[src/rtl/vga_pkg.sv]
// Shared types and screen geometry for the VGA plot arbiter.
package vga_pkg;
  localparam int VGA_W = 160;
  localparam int VGA_H = 120;
  localparam int XW    = 8;
  localparam int YW    = 7;
  localparam int CW    = 3;

  typedef struct packed {
    logic [XW-1:0] x;
    logic [YW-1:0] y;
    logic [CW-1:0] colour;
  } pixel_t;

  typedef enum logic [1:0] {
    IDLE    = 2'd0,
    GRANT   = 2'd1,
    HANDOFF = 2'd2
  } arb_state_t;
endpackage

[src/rtl/rr_pick.sv]
// Round-robin picker: first set req bit searching upward from rr_ptr, wrapping.
module rr_pick #(
  parameter int NUM_REQ = 2,
  parameter int IW      = 1
) (
  input  logic [NUM_REQ-1:0] req,
  input  logic [IW-1:0]      rr_ptr,
  output logic [NUM_REQ-1:0] pick_oh,
  output logic [IW-1:0]      pick_idx
);
  function automatic int slot_idx(input logic [IW-1:0] ptr, input int off);
    int s;
    s = int'(ptr) + off;
    if (s >= NUM_REQ) s = s - NUM_REQ;
    return s;
  endfunction

  function automatic logic [NUM_REQ-1:0] slot_mask(input logic [IW-1:0] ptr, input int off);
    return NUM_REQ'(1) << slot_idx(ptr, off);
  endfunction

  // Walk from the farthest offset down so the nearest candidate wins last.
  always_comb begin
    pick_oh  = '0;
    pick_idx = '0;
    for (int i = NUM_REQ - 1; i >= 0; i--) begin
      if ((req & slot_mask(rr_ptr, i)) != '0) begin
        pick_oh  = slot_mask(rr_ptr, i);
        pick_idx = IW'(slot_idx(rr_ptr, i));
      end
    end
  end
endmodule

[src/rtl/vga_plot_arbiter.sv]
// Shares the VGA adapter plot port between NUM_REQ engines: round-robin grant,
// per-grant plot budget, registered and clipped pixel forwarding.
module vga_plot_arbiter
  import vga_pkg::*;
#(
  parameter int NUM_REQ   = 2,
  parameter int MAX_BURST = 256
) (
  input  logic                        clk,
  input  logic                        rst,
  input  logic [NUM_REQ-1:0]          req,
  output logic [NUM_REQ-1:0]          gnt,
  input  logic [NUM_REQ-1:0][XW-1:0]  req_x,
  input  logic [NUM_REQ-1:0][YW-1:0]  req_y,
  input  logic [NUM_REQ-1:0][CW-1:0]  req_colour,
  input  logic [NUM_REQ-1:0]          req_plot,
  output logic [XW-1:0]               vga_x,
  output logic [YW-1:0]               vga_y,
  output logic [CW-1:0]               vga_colour,
  output logic                        vga_plot,
  output logic                        busy,
  output logic [15:0]                 clip_cnt,
  output arb_state_t                  state_dbg
);
  localparam int IW = (NUM_REQ > 2) ? 2 : 1;
  localparam int BW = 16;

  // Handshake: an engine holds req for its whole burst and may only treat a
  // req_plot as taken on a cycle where it sees its own gnt bit high; strobes
  // without gnt are silently dropped and never counted.

  arb_state_t         state_q, state_d;
  logic [IW-1:0]      owner_q, owner_d;
  logic [NUM_REQ-1:0] gnt_q, gnt_d;
  logic [IW-1:0]      rr_ptr_q, rr_ptr_d;
  logic [BW-1:0]      burst_q, burst_d;
  pixel_t             pix_q;

  logic [NUM_REQ-1:0] pick_oh;
  logic [IW-1:0]      pick_idx;
  logic               accept, in_range, others_pending, burst_last;
  logic [IW-1:0]      owner_next;

  rr_pick #(.NUM_REQ(NUM_REQ), .IW(IW)) u_pick (
    .req      (req),
    .rr_ptr   (rr_ptr_q),
    .pick_oh  (pick_oh),
    .pick_idx (pick_idx)
  );

  always_comb begin
    accept         = (state_q == GRANT) && req_plot[owner_q] && gnt_q[owner_q];
    in_range       = (req_x[owner_q] < XW'(VGA_W)) && (req_y[owner_q] < YW'(VGA_H));
    others_pending = |(req & ~gnt_q);
    burst_last     = (MAX_BURST != 0) && (burst_q == BW'(MAX_BURST - 1));
    owner_next     = (owner_q == IW'(NUM_REQ - 1)) ? '0 : owner_q + IW'(1);
  end

  always_comb begin
    state_d  = state_q;
    owner_d  = owner_q;
    gnt_d    = gnt_q;
    rr_ptr_d = rr_ptr_q;
    burst_d  = burst_q;
    case (state_q)
      // HANDOFF already holds the advanced rr_ptr, so it shares IDLE's pick.
      IDLE, HANDOFF: begin
        gnt_d = '0;
        if (|req) begin
          state_d = GRANT;
          owner_d = pick_idx;
          gnt_d   = pick_oh;
          burst_d = '0;
        end else begin
          state_d = IDLE;
        end
      end
      GRANT: begin
        if (accept) burst_d = burst_last ? '0 : burst_q + BW'(1);
        if (!req[owner_q] || (accept && burst_last && others_pending)) begin
          state_d  = HANDOFF;
          gnt_d    = '0;
          rr_ptr_d = owner_next;
        end
      end
      default: begin
        state_d = IDLE;
        gnt_d   = '0;
      end
    endcase
  end

  always_ff @(posedge clk) begin
    if (rst) begin
      state_q  <= IDLE;
      owner_q  <= '0;
      gnt_q    <= '0;
      rr_ptr_q <= '0;
      burst_q  <= '0;
      pix_q    <= '0;
      vga_plot <= 1'b0;
      clip_cnt <= '0;
    end else begin
      state_q  <= state_d;
      owner_q  <= owner_d;
      gnt_q    <= gnt_d;
      rr_ptr_q <= rr_ptr_d;
      burst_q  <= burst_d;
      vga_plot <= accept && in_range;
      if (accept && in_range) begin
        pix_q.x      <= req_x[owner_q];
        pix_q.y      <= req_y[owner_q];
        pix_q.colour <= req_colour[owner_q];
      end
      if (accept && !in_range && (clip_cnt != 16'hFFFF)) clip_cnt <= clip_cnt + 16'd1;
    end
  end

  assign gnt        = gnt_q;
  assign vga_x      = pix_q.x;
  assign vga_y      = pix_q.y;
  assign vga_colour = pix_q.colour;
  assign busy       = (state_q != IDLE);
  assign state_dbg  = state_q;
endmodule

[config.mk]
export PLATFORM = sky130hd
export DESIGN_NAME = vga_plot_arbiter
export DESIGN_NICKNAME = d
export VERILOG_FILES = /design/src/rtl/vga_pkg.sv /design/src/rtl/rr_pick.sv /design/src/rtl/vga_plot_arbiter.sv
export SDC_FILE = /design/constraint.sdc
export NUM_CORES = 1
export LEC_CHECK = 0
export CAP_MARGIN = 20
export CORE_MARGIN = 1
export CORE_UTILIZATION = 47
export DETAILED_ROUTE_END_ITERATION = 12
export PLACE_DENSITY_LB_ADDON = 0.2
export SYNTH_ARGS = -nofsm -noshare
export SYNTH_HDL_FRONTEND = slang
export SYNTH_SLANG_ARGS = --single-unit
[constraint.sdc]
create_clock -name clk -period 2.12 [get_ports clk]
set_input_delay 0.212 -clock clk [delete_from_list [all_inputs] [get_ports clk]]
set_output_delay 0.212 -clock clk [all_outputs]
set_load 0.005 [all_outputs]
==> run summary <==
The run finished with clean final reports. The kind of critical path is flop to flop. The worst clock skew on the final layout is 4.24 ps. The TritonCTS clock tree is built. Of the available clock period, the critical path in the final layout requires 93.2%. The multi-input combinational cell area came out at 1500 sq um.

The leakage power of the design came out at 1.36 nW. The final number of setup-violating endpoints is 0. The total power after layout came out at 0.00239 W. The headroom to the max-slew limit came out at 63.6%. The number of nets in the layout is 439.

The placed cell count is 456. The boundary pin count came out at 82. The DRC marker count from the first detailed-route iteration is 63. The share of synthesized area occupied by flip-flops and latches came out at 41.8%. The detail-routed via count per cell is 5.34. The share of final-layout standard cells stronger than drive strength 1 came out at 11.3%. The power density relative to cell area is 618 nW/um^2. Summing all placed instances gives a cell area of 3660 sq um.

The number of slew-limit violations in the final report is 0. The combined flip-flop and latch cell area is 1140 sq um. The clock latency on the worst-skew pair is 340 ps. The placeable core region is 5540 sq um. The launching element type of the critical path is a flop. Setup repair after global routing left no endpoint under its margin. In this run the mean area of a mapped cell was 8.91 sq um. The number of endpoints with negative hold slack in the final report was 0.

The synthesized netlist net count is 350. The synthesized design contains 57 register bits. Global routing consumed, over all layers together, 22.9% of the routing resources.

The peak fanout along the critical path came out at 12. The post-synthesis cell type with the largest combined area is dfxtp_1. The longest individual stage delay on the worst path came out at 360 ps. Clock-pin slew was measured on the worst setup and hold paths at 60 ps. The final sum of negative setup slack is 0 ps. The share of the core filled with cells is 69.9%. The length of the first detailed-routing pass in iterations is 5. The number of global-route vias before repair came out at 2392. The synthesis warning total is 0. The total congestion overflow came out at 0. The number of antenna violations at the first check in global routing is 0.

Summed over its instances, the top area cell type makes up 41.8% of the synthesized netlist area. The critical-path cell with the highest stage delay is or3_1. The synthesized netlist contains 44 unique library cells. The number of setup buffers added after CTS is 0. Summing every instance area after synthesis gives 2730 sq um. The critical path goes through buf_6 -> buf_4 -> nand3_1 -> a31oi_4 -> nand3_2 -> or3_1 -> a21oi_1. After synthesis, the cell types taking the most area are dfxtp_1, nor2_1, mux2i_1. The number of standard cells in the final layout excluding fillers came out at 471. The row count is 27. The proportion of synthesized flip-flops having asynchronous set or reset is 0%. The data arrival time of the critical path is 2240 ps. In this run the worst hold path is classified as flop to flop.

The maximum resistive drop on vdd is 0.592 mV. The total non-filler cell area in the finished layout is 3870 sq um. The weighted congestion at the end of routability-driven global placement is 0.812. For this run, design rule violations remaining after detail routing come to 0. After legalization and detailed placement, the total HPWL measured 4700 microns. The total clock buffers created by CTS is 9. The critical path required time is 2390 ps. The number of enable flip-flop cells after synthesis came out at 0. The maximum buffer depth of the clock tree is 2. The total via count in the routed design is 2516. Among all flip-flop cells after synthesis, the most frequent one is dfxtp_1. The remaining number of nets flagged by the antenna check after routing is 0.

The die extent in y is 78.2 microns. The top achievable clock speed came out at 0.506 GHz. Dividing the detail-routed wire length by the instance count gives 13.8 microns. The transition at the pin with the smallest max-transition slack is 545 ps. The die outline area is 6110 sq um. The wire length of the first global-routing pass came out at 10800 microns.

The gate count of the mapped netlist came out at 306. For this configuration, the core starts out at a cell density of 49.2%. The clock net in this run drives a total of 57 sinks.

The layout has 466 filler cells. The worst setup path is captured at a flop. The number of buffer cells added on primary ports is 81. The post-route minimum period came out at 1980 ps. The pin count of the biggest net entering global routing is 37. The width of the die came out at 78.2 microns. The number of diodes added for antenna fixing came out at 0. The count of max-cap constraint violations came out at 0.

The root buffer cell is clkbuf_8. The final wirelength came out at 6490 microns. The signed area change from the synthesized netlist to the final layout is 41.9%. The maximum level of the CTS H-tree came out at 3.
## path summary, 6_finish.rpt
| check | start | end | slack (ps) | depth (start not counted) |
|---|---|---|---|---|
| worst min register to register | vga_y[3] | vga_y[3] | 500 | 2 |
| worst max-delay path | owner_q | clip_cnt[15] | 140 | 7 |
| worst max register to register | owner_q | clip_cnt[15] | 140 | 7 |
| worst min-delay path | vga_y[3] | vga_y[3] | 500 | 2 |
## power breakdown
| group | switching (W) | internal, W | leakage, nW | total [W] |
|---|---|---|---|---|
| clock | 0.000413 | 0.000596 | 0.102 | 0.00101 |
| sequential | 0.0000159 | 0.00109 | 0.460 | 0.00110 |
| combinational | 0.000122 | 0.000156 | 0.795 | 0.000278 |
## through the flow
| step | setup slack, ps | hold slack [ps] |
|---|---|---|
| 6_report | 145 | 497 |
| 5_1_grt | 23.3 | 517 |
| 4_1_cts | 84.0 | 498 |
| 3_5_place_dp | 70.5 | 492 |
| 3_3_place_gp | 94.0 | 478 |
| 2_1_floorplan | 419 | 446 |
## routing by layer
layer	up-vias	wire, microns	global-route usage, %
li1	1274	-	-
met5	-	0	0
met4	0	163	11.9
met1	1151	2710	25.8
met3	21	293	7.09
met2	70	3320	38.9
## repair_timing
item / 4_1_cts / 5_1_grt
hold buffers: 0 / 0
setup endpoints to repair: 0 / 19
resized for setup: 0 / 4
## critical path: cells and delay by family (launching register included)
family,cells,cell delay [ps]
DFF,1,350
AOI/OAI and AO/OA,2,420
buffers and inverters,2,420
and+or+nand+nor,3,710
## layout by cell type (no fill, tap or decap), types with 5 or more instances in the layout
cell type / count
a211oi_1: 20
a21oi_1: 9
and3_1: 8
buf_4: 11
clkbuf_8: 11
clkdlybuf4s50_1: 81
dfxtp_1: 57
inv_1: 5
mux2i_1: 17
nand2_1: 13
nand3_1: 16
nand4_1: 8
nor2_1: 49
nor3_1: 9
o21ai_0: 11
xnor2_1: 7
xor2_1: 14
## cells by family (layout without fill, tap and decap cells)
| kind of cell | after synthesis | after routing | synth area share (%) |
|---|---|---|---|
| adder cells (fa/ha/maj) | 2 | 2 | 0.917 |
| AO/OA/AOI/OAI | 56 | 56 | 15.0 |
| flip-flops | 57 | 57 | 41.8 |
| buffers and inverters | 21 | 114 | 3.53 |
| multiplexers | 18 | 18 | 6.61 |
| XOR/XNOR | 21 | 21 | 6.74 |
| AND/OR/NAND/NOR | 131 | 131 | 25.3 |
## Yosys cell counts (all sizes together), types with 3 or more instances
master	instances
nor2b	3
nor2	52
a31oi	5
nand4	9
and2	3
and4	3
dfxtp	57
nor3	9
nand2	13
xnor2	7
nand2b	4
a211oi	21
nand3	18
o21ai	11
clkbuf	7
inv	5
buf	9
a21oi	9
xor2	14
and3	8
or3	3
mux2i	18
## final cells by class
cell class / instances / share of cell area, %
Multi-Input combinational cell: 228 / 38.8
Sequential cell: 57 / 29.5
Timing Repair Buffer: 94 / 23.9
Clock buffer: 12 / 4.01
Tap cell: 72 / 2.33
Clock inverter: 3 / 1.03
Inverter: 5 / 0.485
## flip-flops by register name, indices dropped and copies added (netlist names)
name        flops
burst_q        16
clip_cnt       16
gnt             2
owner_q         1
rr_ptr_q        1
state_dbg       2
vga_colour      3
vga_plot        1
vga_x           8
vga_y           7
(Power assumes the default switching activity.)
